<file path="src/rtl/mmio_led_timer_responder.sv">
// Data-memory bus target exposing an RGB/LED PWM duty register and free-running
// microsecond / millisecond counters at three fixed word addresses.
module mmio_led_timer_responder #(
    parameter int unsigned CLK_FREQ_HZ = 12000000,
    parameter logic [31:0] LEDS_ADDR   = 32'hFFFFFFFC,
    parameter logic [31:0] MILLIS_ADDR = 32'hFFFFFFF8,
    parameter logic [31:0] MICROS_ADDR = 32'hFFFFFFF4
) (
    input  logic        clk,
    input  logic        reset,
    input  logic [2:0]  funct3,
    input  logic        dmem_wren,
    input  logic [31:0] dmem_address,
    input  logic [31:0] dmem_data_in,
    output logic [31:0] dmem_data_out,
    output logic        dmem_hit,
    output logic        led,
    output logic        red,
    output logic        green,
    output logic        blue
);

    localparam int unsigned US_DIV  = CLK_FREQ_HZ / 1000000;
    localparam int          PRESC_W = (US_DIV > 1) ? $clog2(US_DIV) : 1;
    localparam logic [PRESC_W-1:0] US_LAST = PRESC_W'(US_DIV - 1);
    localparam logic [9:0]  MS_LAST = 10'd999;

    localparam logic [2:0] F3_B  = 3'b000;
    localparam logic [2:0] F3_H  = 3'b001;
    localparam logic [2:0] F3_W  = 3'b010;
    localparam logic [2:0] F3_BU = 3'b100;
    localparam logic [2:0] F3_HU = 3'b101;

    logic [31:0]        leds_q, leds_d;
    logic [7:0]         pwm_cnt_q, pwm_cnt_d;
    logic [PRESC_W-1:0] us_presc_q, us_presc_d;
    logic [9:0]         ms_presc_q, ms_presc_d;
    logic [31:0]        micros_q, micros_d;
    logic [31:0]        millis_q, millis_d;
    logic [31:0]        data_out_q, data_out_d;
    logic               hit_q, hit_d;
    logic [3:0]         pwm_q, pwm_d;

    logic        hit_leds, hit_millis, hit_micros;
    logic [1:0]  offset;
    logic [3:0]  lane_we;
    logic [31:0] wdata;
    logic [31:0] word_sel;
    logic [31:0] shifted;
    logic        us_tick;

    always_comb begin
        hit_leds   = (dmem_address[31:2] == LEDS_ADDR[31:2]);
        hit_millis = (dmem_address[31:2] == MILLIS_ADDR[31:2]);
        hit_micros = (dmem_address[31:2] == MICROS_ADDR[31:2]);
        offset     = dmem_address[1:0];
    end

    // Byte-lane enables; misaligned halves/words and unsupported sizes give no lanes.
    always_comb begin
        lane_we = 4'b0000;
        if (dmem_wren && hit_leds) begin
            case (funct3)
                F3_B: lane_we = 4'b0001 << offset;
                F3_H: if (!offset[0]) lane_we = offset[1] ? 4'b1100 : 4'b0011;
                F3_W: if (offset == 2'b00) lane_we = 4'b1111;
                default: lane_we = 4'b0000;
            endcase
        end
        wdata = dmem_data_in << {offset, 3'b000};
    end

    always_comb begin
        leds_d = leds_q;
        for (int i = 0; i < 4; i++) begin
            if (lane_we[i]) leds_d[8*i +: 8] = wdata[8*i +: 8];
        end
    end

    // Load path reads the pre-edge register values, giving read-before-write.
    always_comb begin
        word_sel = 32'h0;
        if (hit_leds)        word_sel = leds_q;
        else if (hit_millis) word_sel = millis_q;
        else if (hit_micros) word_sel = micros_q;
        shifted = word_sel >> {offset, 3'b000};
        hit_d   = hit_leds | hit_millis | hit_micros;
        case (funct3)
            F3_B:    data_out_d = {{24{shifted[7]}}, shifted[7:0]};
            F3_H:    data_out_d = {{16{shifted[15]}}, shifted[15:0]};
            F3_BU:   data_out_d = {24'h0, shifted[7:0]};
            F3_HU:   data_out_d = {16'h0, shifted[15:0]};
            default: data_out_d = shifted;
        endcase
        if (!hit_d) data_out_d = 32'h0;
    end

    always_comb begin
        us_tick    = (us_presc_q == US_LAST);
        us_presc_d = us_tick ? '0 : us_presc_q + 1'b1;
        micros_d   = micros_q + {31'h0, us_tick};
        ms_presc_d = ms_presc_q;
        millis_d   = millis_q;
        if (us_tick) begin
            if (ms_presc_q == MS_LAST) begin
                ms_presc_d = 10'd0;
                millis_d   = millis_q + 32'd1;
            end else begin
                ms_presc_d = ms_presc_q + 10'd1;
            end
        end
    end

    // Channel i takes its duty from byte lane i: blue, green, red, led.
    always_comb begin
        pwm_cnt_d = pwm_cnt_q + 8'd1;
        for (int i = 0; i < 4; i++) begin
            pwm_d[i] = (pwm_cnt_q < leds_q[8*i +: 8]);
        end
    end

    always_ff @(posedge clk) begin
        if (reset) begin
            leds_q     <= 32'h0;
            pwm_cnt_q  <= 8'h0;
            us_presc_q <= '0;
            ms_presc_q <= 10'd0;
            micros_q   <= 32'h0;
            millis_q   <= 32'h0;
            data_out_q <= 32'h0;
            hit_q      <= 1'b0;
            pwm_q      <= 4'b0000;
        end else begin
            leds_q     <= leds_d;
            pwm_cnt_q  <= pwm_cnt_d;
            us_presc_q <= us_presc_d;
            ms_presc_q <= ms_presc_d;
            micros_q   <= micros_d;
            millis_q   <= millis_d;
            data_out_q <= data_out_d;
            hit_q      <= hit_d;
            pwm_q      <= pwm_d;
        end
    end

    assign dmem_data_out = data_out_q;
    assign dmem_hit      = hit_q;
    assign blue          = pwm_q[0];
    assign green         = pwm_q[1];
    assign red           = pwm_q[2];
    assign led           = pwm_q[3];

endmodule

</file>
<file path="config.mk">
export PLATFORM = sky130hd
export DESIGN_NAME = mmio_led_timer_responder
export DESIGN_NICKNAME = d
export VERILOG_FILES = /design/src/rtl/mmio_led_timer_responder.sv
export SDC_FILE = /design/constraint.sdc
export NUM_CORES = 1
export LEC_CHECK = 0
export CORE_MARGIN = 2
export CORE_UTILIZATION = 45
export CTS_CLUSTER_DIAMETER = 200
export DETAILED_ROUTE_END_ITERATION = 16
export GPL_TIMING_DRIVEN = 0
export MAX_ROUTING_LAYER = met4
export PLACE_DENSITY = 0.67
export RECOVER_POWER = 25
export SYNTH_ARGS = -nofsm -noshare
export SYNTH_HDL_FRONTEND = slang
export SYNTH_SLANG_ARGS = --single-unit
</file>
<file path="constraint.sdc">
create_clock -name clk -period 6.2 [get_ports clk]
set_input_delay 1.24 -clock clk [delete_from_list [all_inputs] [get_ports clk]]
set_output_delay 1.24 -clock clk [all_outputs]
set_load 0.005 [all_outputs]
</file>
**After elaboration in Yosys (flattened, before gate mapping)**

Cells that the tools add are included.

- Register bits after elaboration: 155
- Bits in latches: 0
- Memory bits (writable): 0
- ROM bits: 0
- Input port bits: 70
- Output and inout bits: 37
- Logic and storage cells: 52
- Memories kept: 0

- Add/sub/neg operators: 5
- Multipliers: 0
- Div/mod/pow operators: 0
- Magnitude comparators: 4
- Equal/unequal tests: 9
- Shift-type cells: 3
- Mux-type cells: 10
- Bitwise logic cells: 3
- Reduce and logical (&&, ||, !) cells: 6

Operator list:

| operator | number |
|---|---|
| case mux 32 bit (4 select lines) | 1 |
| two-way mux 32 bit | 3 |
| == test 30 bit (second input constant) | 3 |
| adder 32 x 1 -> 32 bit | 1 |
| adder 32 x 1 -> 32 bit (second input constant) | 1 |
| less-than comparator 8 bit | 4 |
| << shifter 32 x 5 -> 32 bit | 1 |
| right shift 32 x 5 -> 32 bit | 1 |
| two-way mux 4 bit | 4 |
| case mux 4 bit (3 select lines) | 1 |
| adder 10 x 1 -> 10 bit (second input constant) | 1 |
| == test 10 bit (second input constant) | 1 |
| two-way mux 10 bit | 1 |
| adder 8 x 1 -> 8 bit (second input constant) | 1 |
| == test 3 bit (second input constant) | 2 |
| adder 4 x 1 -> 4 bit (second input constant) | 1 |
| == test 4 bit (second input constant) | 1 |
| OR reduction 2 bit | 2 |
| << shifter 1 x 2 -> 4 bit (first input constant) | 1 |
| == test 3 x 1 -> 1 bit (second input constant) | 1 |
| == test 3 x 2 -> 1 bit (second input constant) | 1 |
| logical NOT 3 bit | 1 |
| logical NOT 2 bit | 1 |
| OR 1 bit | 2 |
| 3 further kinds | 3 |

**Depth between registers and ports, before layout**

Gate-level depths: netlist of run 1.

- Word-level depth: 6
- Depth in mapped cells: 11
- Mapped depth without buffers: 10

**Worst setup path after synthesis of run 1**

Ideal clock, no wire load.

- Path kind: input-to-reg
- From: input port dmem_address[3]
- To: register data_out_q[31] (netlist: dmem_data_out[31])
- Library setup time: 76 ps
- Arrival: 2951 ps
- Required time: 6124 ps
- Slack: 3173 ps
- Stages: 8
- Path buffers: 2
- Cell sequence: buf_6 mux2_4 a22oi_1 mux4_2 nor4b_4 a41oi_4 buf_6 o21ai_0

- Longest elaborated chain between the ends: 6
- Elaborated cells between the ends (all ways): 12
- Classes of those cells: 3 x eq/ne; 1 x shift; 4 x mux; 3 x bitwise; 1 x reduce/logical

RTL lines:

| what | RTL line | text |
|---|---|---|
| from (decl) | 13 | `input logic [31:0] dmem_address,` |
| == test 30 bit | 55 | `hit_micros = (dmem_address[31:2] == MICROS_ADDR[31:2]);` |
| two-way mux 32 bit | 85 | `else if (hit_micros) word_sel = micros_q;` |
| two-way mux 32 bit | 84 | `else if (hit_millis) word_sel = millis_q;` |
| two-way mux 32 bit | 83 | `if (hit_leds) word_sel = leds_q;` |
| right shift 32 x 5 -> 32 bit | 86 | `shifted = word_sel >> {offset, 3'b000};` |
| case mux 32 bit (4 select lines) | 88 | `case (funct3)` |
| to (signal assigned) | 140 | `data_out_q <= data_out_d;` |
| to (decl) | 40 | `logic [31:0] data_out_q, data_out_d;` |

Several ways; a longest one is shown, not always the timed one.
A chain may end at the register's enable or synchronous reset.

**Worst setup path in the final report of run 1**

- From: input port dmem_address[13]
- To: register data_out_q[23] (netlist: dmem_data_out[23])

Same word-level chain as after synthesis.

==> metrics, run 1 <==
status=finished, final reports clean; Peak VDD IR=0.193 mV; core area=18000 um^2; Max-Cap Viols=0; clk sink count=155; RSZ-0062 raised after global routing=false; DRC Markers=0; clock-pin slew on the worst setup and hold paths=70 ps; Yosys top cell by area=dfxtp_1; drt wl/cell=19.8 um; H-tree Lvls=4; final worst-path cycle share=57.8%; Final #Nets=1162; gpl congestion=0.954; largest net degree at the start of global routing=17; # IOs=107; Top FF cell, synth=dfxtp_1; Root Buffer=clkbuf_16; share of layout cells above drive strength 1=9.24%; FFs w/ async S/R, synth=0%; Antenna Cells=0; Initial DRC Count=660; crit-path cells=dlygate4sd3_1 -> nand4_1 -> nor3_1 -> nand3_1 -> nor4b_4 -> a41oi_4 -> buf_6 -> o21ai_0; Worst EP arrival=3920 ps; top cells by count, synth=dfxtp_1, nor2_1, nand2_1, mux2_2; Die Wd=139 um; Synth Area in Adders=5.16%; Synth warnings=0; Req. time, crit path=6530 ps; relative slew slack=42.4%; Vias=7520; critical-path maximum fanout=10; Syn Area/Cell=8.79 um^2; post-synthesis mux area share=10.3%; leak pwr=3.86 nW; Post-Route WL=25700 um; Hold WC Path Type=reg -> reg; number of flops mapped to enable cells by yosys=0; syn nets=1042; DP HPWL=19700 um; Post-Synthesis Cell Area=8250 um^2; cts repair resizes=0; pwr/cell area=220 nW/um^2; die height=139 um; Netlist cell types=49; first-pass GRT wire length=39000 um; Core Util, Final=56.4%; Remaining Overflow, GRT=0; slowest cell on the critical path=nor4b_4; worst-margin pin slew=857 ps; Seq/Total Area, Yosys=37.6%; postcts setup bufs=0; CTS tree=yes; initial antenna violation count=0; Num CTS Buffers=17; post-synthesis xor/xnor area fraction=7.22%; CP peak stage delay=670 ps; fin. max-slew vios=0; Via density=5.78; minimum clock period=3590 ps; first-pass iteration count of the detailed router=5; Setup CP Type=in -> reg; Routed Antenna Nets=0; Startpoint Class=input pin; top cell type's share of synthesized area=37.6%; PortBufs=101; Post-Syn Instances=938; most common cell in the netlist=dfxtp_1; synth top area cells=dfxtp_1, mux2_2, nor2_1; post-synthesis simple-gate area fraction=21.2%; Setup-failing EPs final=0; Fin Setup TNS=0 ps; clock buffer depth=2; Compound-Gate Fraction of Synth Area=14.2%; Worst-Skew Late Latency=440 ps; Worst setup EP type=flip-flop; Layout Area Growth over Synthesis=22.9%; hold buffers post-CTS=0; Post-Route Skew=7.81 ps; main combinational cell family by area after synthesis=simple AND/OR/NAND/NOR gates; vias in the first global route=6908; die area=19400 um^2; GRT Total Usage=27.0%; Yosys reg bits=155; Initial Util=45.9%; Hold Violations, Final=0; Std-Cell Rows=49; fmax=0.279 GHz
==> cells in the final DEF, fill, tap and decap left out, types with 13 or more instances in the layout <==
master | synthesis | layout
clkbuf_16 | 0 | 17
nor2b_1 | 17 | 17
clkdlybuf4s50_1 | 0 | 62
or3_1 | 15 | 15
a21oi_1 | 32 | 32
nand4_1 | 31 | 31
nand2_1 | 54 | 54
mux2_2 | 46 | 46
o21ai_0 | 40 | 40
xnor2_1 | 28 | 28
clkbuf_1 | 36 | 37
a22oi_1 | 23 | 23
dfxtp_1 | 155 | 155
inv_1 | 32 | 32
dlygate4sd3_1 | 0 | 39
nand3_1 | 33 | 33
nor3_1 | 13 | 13
mux2i_1 | 29 | 29
a21o_1 | 16 | 16
xor2_1 | 40 | 40
ha_1 | 34 | 34
and3_1 | 14 | 14
nor2_1 | 115 | 115
a211oi_1 | 20 | 20
==> kinds of logic after synthesis <==
family | after synthesis
AND/OR/NAND/NOR | 343
AO/OA/AOI/OAI | 173
flip-flops | 155
buffers and inverters | 88
multiplexers | 77
XOR/XNOR | 68
adder cells (fa/ha/maj) | 34
==> final cells by class <==
class / count / area [um^2]
fill: 1659 / 7820
multi-input combinational: 695 / 4790
sequential: 155 / 3100
timing repair buffer: 101 / 1010
clock buffer: 18 / 439
tap: 229 / 287
buffer: 54 / 234
clock inverter: 14 / 149
inverter: 34 / 128
==> layer usage <==
metal / track usage [%] / vias to the layer above / part of all wire [%]
met2: 39.2 / 309 / 43
met5: - / - / 0
met3: 5.20 / 74 / 7.1
li1: - / 3617 / -
met1: 35.5 / 3520 / 45
met4: 14.8 / 0 / 5.1
==> final timing paths <==
path	from	endpoint	slack, ps	depth (start not counted)
worst min register to register	us_presc_q[0]	us_presc_q[0]	470	1
worst min-delay path	us_presc_q[0]	us_presc_q[0]	470	1
worst max register to register	us_presc_q[0]	micros_q[24]	3190	10
worst max-delay path	dmem_address[13]	dmem_data_out[23]	2610	8
==> registers in the layout, summed over array words and instances, names as in the netlist <==
name	count
dmem_data_out	32
micros_q	32
pwm_cnt_q	8
millis_q	32
ms_presc_q	10
us_presc_q	4
pwm_q	4
leds_q	32
dmem_hit	1
==> where the power goes <==
group / internal (mW) / switching [mW]
clock network: 0.580 / 0.475
logic: 0.0815 / 0.0929
registers: 1.00 / 0.00559
==> worst max-delay path, delay by kind of cell <==
kind	cells	cell delay, ps
AND/OR/NAND/NOR	4	1650
buffers and inverters	2	770
AO/OA/AOI/OAI	2	260
==> stage by stage <==
step	worst slack [ps]	total power, mW	hold slack [ps]	cell area [um^2]	instances
6_report	2610	2.24	466	10100	1300
3_3_place_gp	2270	1.20	447	9550	1268
2_1_floorplan	3170	1.12	432	8250	938
5_1_grt	2340	2.31	490	10100	1300
4_1_cts	2680	2.25	470	10100	1300
3_5_place_dp	2240	1.20	453	9550	1268
Note: power is estimated with default switching activity, not from simulation.
==> run 2, diff against run 1 <==
clock period = 3.6 ns   (was 6.2 ns; I/O delays follow)
==> metrics, run 2 (synthesis gave the netlist of run 1 again) <==
status=finished, final reports clean (unchanged); fillcell total=1659 (unchanged); Post-Route Skew=7.71 ps (was 7.81 ps); commonest non-fill, non-tap cells in the layout=dfxtp_1, nor2_1, clkdlybuf4s50_1 (unchanged); fin. max-slew vios=0 (unchanged); Setup CP Type=in -> reg (unchanged); die area=19400 um^2 (unchanged); Worst Setup SP=dmem_address[13] (unchanged); Tot Pwr=3.85 mW (was 2.24 mW); hold buffers post-CTS=0 (unchanged); Worst setup EP type=flip-flop (unchanged); Final #Nets=1162 (unchanged); Core Util, Final=56.4% (unchanged); cts repair resizes=0 (unchanged); Fin Hold WS=466 ps (about the same); Fin Setup TNS=0 ps (unchanged); Critical R2R Launch=us_presc_q[0] (unchanged); PortBufs=101 (unchanged); die height=139 um (unchanged); pwr/cell area=380 nW/um^2 (was 220 nW/um^2); clock-pin slew on the worst setup and hold paths=70 ps (about the same); Initial Util=45.9% (unchanged); fmax=0.325 GHz; DRC Markers=0 (unchanged); Initial DRC Count=659 (was 660); commonest non-fill, non-tap cell in the layout=dfxtp_1 (unchanged); Num CTS Buffers=17 (unchanged); Worst-Skew Late Latency=440 ps (about the same); Setup-failing EPs final=0 (unchanged); clock buffer depth=2 (unchanged); Root Buffer=clkbuf_16 (unchanged); minimum clock period=3080 ps; initial antenna violation count=0 (unchanged); GRT Total Usage=27.0% (unchanged); Critical R2R Capture=micros_q[24] (unchanged); final worst-path cycle share=85.6%; Via density=5.77 (was 5.78); Routed Antenna Nets=0 (unchanged); Remaining Overflow, GRT=0 (unchanged); Die Wd=139 um (unchanged); Final Non-Filler Cells=1300 (unchanged); H-tree Lvls=4 (unchanged); gpl congestion=0.954 (unchanged); worst-margin pin slew=889 ps (was 857 ps); clk sink count=155 (unchanged); Vias=7507 (was 7520); CTS tree=yes (unchanged); first-pass iteration count of the detailed router=5 (unchanged); Hold WC Path Type=reg -> reg (unchanged); vias in the first global route=6908 (unchanged); Hold Violations, Final=0 (unchanged); first-pass GRT wire length=39000 um (unchanged); Antenna Cells=0 (unchanged); Post-Route WL=25700 um (about the same); Hold Path End=us_presc_q[0] (unchanged); # IOs=107 (unchanged); postcts setup bufs=0 (unchanged); Startpoint Class=input pin (unchanged); Reg2Reg Depth=10 (unchanged); critical-path maximum fanout=10 (unchanged); Post-Place Cells=1268 (unchanged); Max-Cap Viols=0 (unchanged); Worst EP arrival=3410 ps (was 3920 ps); drt wl/cell=19.8 um (about the same); Req. time, crit path=3930 ps (was 6530 ps); WHS Path Cells=1 (unchanged); Layout Area Growth over Synthesis=22.9% (unchanged); Peak VDD IR=0.334 mV (was 0.193 mV); Hold Crit Start=us_presc_q[0] (unchanged); FF-to-FF setup slack=570 ps (was 3190 ps); Std-Cell Rows=49 (unchanged); RSZ-0062 raised after global routing=false (unchanged); leak pwr=3.86 nW (unchanged); largest net degree at the start of global routing=17 (unchanged); share of layout cells above drive strength 1=9.24% (unchanged); core area=18000 um^2 (unchanged); DP HPWL=19700 um (unchanged); relative slew slack=40.3% (was 42.4%)
-- run 2: layout make-up --
| class | instances | area, um^2 | share of cell area (%) |
|---|---|---|---|
| Multi-Input combinational cell | 695 | 4790 | 47.2 |
| Sequential cell | 155 | 3100 | 30.6 |
| Clock buffer | 18 | 439 | 4.33 |
| Timing Repair Buffer | 101 | 1010 | 9.97 |
| Buffer | 54 | 234 | 2.31 |
| Inverter | 34 | 128 | 1.26 |
| Tap cell | 229 | 287 | 2.83 |
| Clock inverter | 14 | 149 | 1.47 |
-- run 2: worst max path at each step --
stage	end	slack (ps)	cells past startpoint
2_1_floorplan	micros_q[24]	1050	10
3_3_place_gp	millis_q[0]	190	5
3_5_place_dp	dmem_data_out[23]	160	8
4_1_cts	micros_q[24]	200	10
5_1_grt	dmem_data_out[16]	260	8
6_report	dmem_data_out[23]	520	8
-- run 2: worst max-delay path, stage by stage --
cell and delay, ps:
dlygate4sd3_1 560, nand4_1 90, nor3_1 450, nand3_1 460, nor4b_4 670, a41oi_4 140, buf_6 210, o21ai_0 120
-- run 2: stage by stage --
| step | setup slack [ps] | instance area [um^2] |
|---|---|---|
| 2_1_floorplan | 1050 | 8250 |
| 3_3_place_gp | 192 | 9550 |
| 3_5_place_dp | 162 | 9550 |
| 4_1_cts | 205 | 10100 |
| 5_1_grt | 263 | 10100 |
| 6_report | 520 | 10100 |
-- run 2: power breakdown --
part           leakage (nW)  total [mW]  internal, mW  switching, mW
Combinational          2.32       0.301         0.140          0.160
Sequential             1.25        1.73          1.72        0.00964
Clock                 0.291        1.82         0.999          0.819
-- run 2: metal layers --
metal  GRT usage, %  wire length, um  vias up
li1               -                -     3619
met1           35.5            11600     3509
met2           39.2            11000      304
met3           5.20             1790       75
met4           14.8             1300        0
met5              -                0        -
==> run 3, diff against run 2 <==
GPL_TIMING_DRIVEN = unset   (was 0)
HOLD_SLACK_MARGIN = 0.1   (was unset)
==> metrics, run 3 (synthesis gave the netlist of run 1 again) <==
core area=18000 um^2 (unchanged); initial antenna violation count=0 (unchanged); Max-Cap Viols=1 (was 0); RSZ-0062 raised after global routing=false (unchanged); Routed Antenna Nets=0 (unchanged); gpl congestion=0.911 (was 0.954); failing checks=max-capacitance violations, max-slew violations; Vias=7170 (was 7507); Root Buffer=clkbuf_16 (unchanged); worst-margin pin slew=2550 ps (was 889 ps); clk sink count=155 (unchanged); clock buffer depth=2 (unchanged); vias in the first global route=6738 (was 6908); first-pass iteration count of the detailed router=5 (unchanged); drt wl/cell=18.1 um (was 19.8 um); pwr/cell area=372 nW/um^2 (was 380 nW/um^2); relative slew slack=-69.9% (was 40.3%); Via density=5.65 (was 5.77); Worst EP arrival=3370 ps (was 3410 ps); Worst-Skew Late Latency=430 ps (was 440 ps); H-tree Lvls=4 (unchanged); hold buffers post-CTS=0 (unchanged); DRC Markers=0 (unchanged); die height=139 um (unchanged); Worst setup EP type=flip-flop (unchanged); commonest non-fill, non-tap cell in the layout=dfxtp_1 (unchanged); # IOs=107 (unchanged); Layout Area Growth over Synthesis=21.9% (was 22.9%); leak pwr=3.77 nW (was 3.86 nW); Die Wd=139 um (unchanged); Antenna Cells=0 (unchanged); Core Util, Final=56.0% (was 56.4%); critical-path maximum fanout=129 (was 10); Req. time, crit path=3770 ps (was 3930 ps); Worst Setup EP=pwm_q[1] (was dmem_data_out[23]); Initial Util=45.9% (unchanged); Critical R2R Launch=us_presc_q[0] (unchanged); DP HPWL=17100 um (was 19700 um); Reg2Reg Depth=10 (unchanged); Hold WC Path Type=reg -> reg (unchanged); clock-pin slew on the worst setup and hold paths=60 ps (was 70 ps); die area=19400 um^2 (unchanged); Initial DRC Count=518 (was 659); first-pass GRT wire length=36400 um (was 39000 um); fmax=0.313 GHz (was 0.325 GHz); final worst-path cycle share=88.7% (was 85.6%); Post-Route Skew=6.76 ps (was 7.71 ps); Remaining Overflow, GRT=0 (unchanged); Peak VDD IR=0.348 mV (was 0.334 mV); Final #Nets=1131 (was 1162); cts repair resizes=0 (unchanged); Std-Cell Rows=49 (unchanged); fillcell total=1647 (was 1659); postcts setup bufs=0 (unchanged); Fin Setup TNS=0 ps (unchanged); FF-to-FF setup slack=860 ps (was 570 ps); Critical R2R Capture=micros_q[29] (was micros_q[24]); Post-Place Cells=1237 (was 1268); commonest non-fill, non-tap cells in the layout=dfxtp_1, nor2_1, clkdlybuf4s50_1 (unchanged); Setup WS pre-CTS=221 ps (was 162 ps); PortBufs=106 (was 101); Post-Layout Inst Area=10100 um^2 (about the same); Worst Setup SP=reset (was dmem_address[13]); post-placement cell area=9510 um^2 (was 9550 um^2); Hold Violations, Final=0 (unchanged); Final Non-Filler Cells=1269 (was 1300); Post-Route WL=22900 um (was 25700 um); largest net degree at the start of global routing=130 (was 17); fin. max-slew vios=130 (was 0); minimum clock period=3190 ps (was 3080 ps); GRT Total Usage=24.4% (was 27.0%); share of layout cells above drive strength 1=10.3% (was 9.24%); Setup CP Type=in -> reg (unchanged); Tot Pwr=3.74 mW (was 3.85 mW); Num CTS Buffers=17 (unchanged); CTS tree=yes (unchanged); Setup-failing EPs final=0 (unchanged); Startpoint Class=input pin (unchanged); Fin Hold WS=463 ps (was 466 ps); status=complete, but fails checks (was finished, final reports clean); final worst setup slack=409 ps (was 520 ps)
-- run 3: cell types whose count changed in the layout (fill, tap and decap cells not counted), sizes merged --
cell / before / now
buf: 16 / 18
dlygate4sd3: 39 / 16
clkinvlp: 0 / 5
clkdlybuf4s50: 62 / 88
clkinv: 6 / 5
clkbuf: 56 / 24
inv: 41 / 33
-- run 3: how the worst min path moves through the flow --
stage                       start       endpoint  slack (ps)  depth (start not counted)
finish              us_presc_q[0]  us_presc_q[0]         460                          1
global route        us_presc_q[0]  us_presc_q[0]         480                          1
CTS                 us_presc_q[0]  us_presc_q[0]         470                          1
detailed placement  us_presc_q[0]  us_presc_q[0]         460                          1
global placement    us_presc_q[0]  us_presc_q[0]         450                          1
floorplan           us_presc_q[0]  us_presc_q[0]         430                          1
-- run 3: cell type report --
type                            instances  area, um^2  area share (%)
Timing Repair Buffer                  124        1180            11.8
Clock inverter                         10        91.3           0.908
Tap cell                              229         287            2.85
Clock buffer                           22         474            4.72
Multi-Input combinational cell        695        4790            47.6
Sequential cell                       155        3100            30.9
Inverter                               34         128            1.27
-- run 3: where the power goes --
part	switching, mW	internal, mW	leakage, nW
logic	0.140	0.141	2.26
registers	0.00907	1.73	1.25
clock network	0.720	1.00	0.265
-- run 3: critical path: stages --
cell and delay (ps):
clkbuf_1 260, clkbuf_2 1810, or4_1 290, o311ai_0 170
-- run 3: layer usage --
metal | vias up | wire length, um | track usage, %
met2 | 233 | 10400 | 37.6
met4 | 0 | 509 | 8.40
met5 | - | 0 | -
met3 | 27 | 1610 | 5.95
li1 | 3536 | - | -
met1 | 3374 | 10400 | 31.4
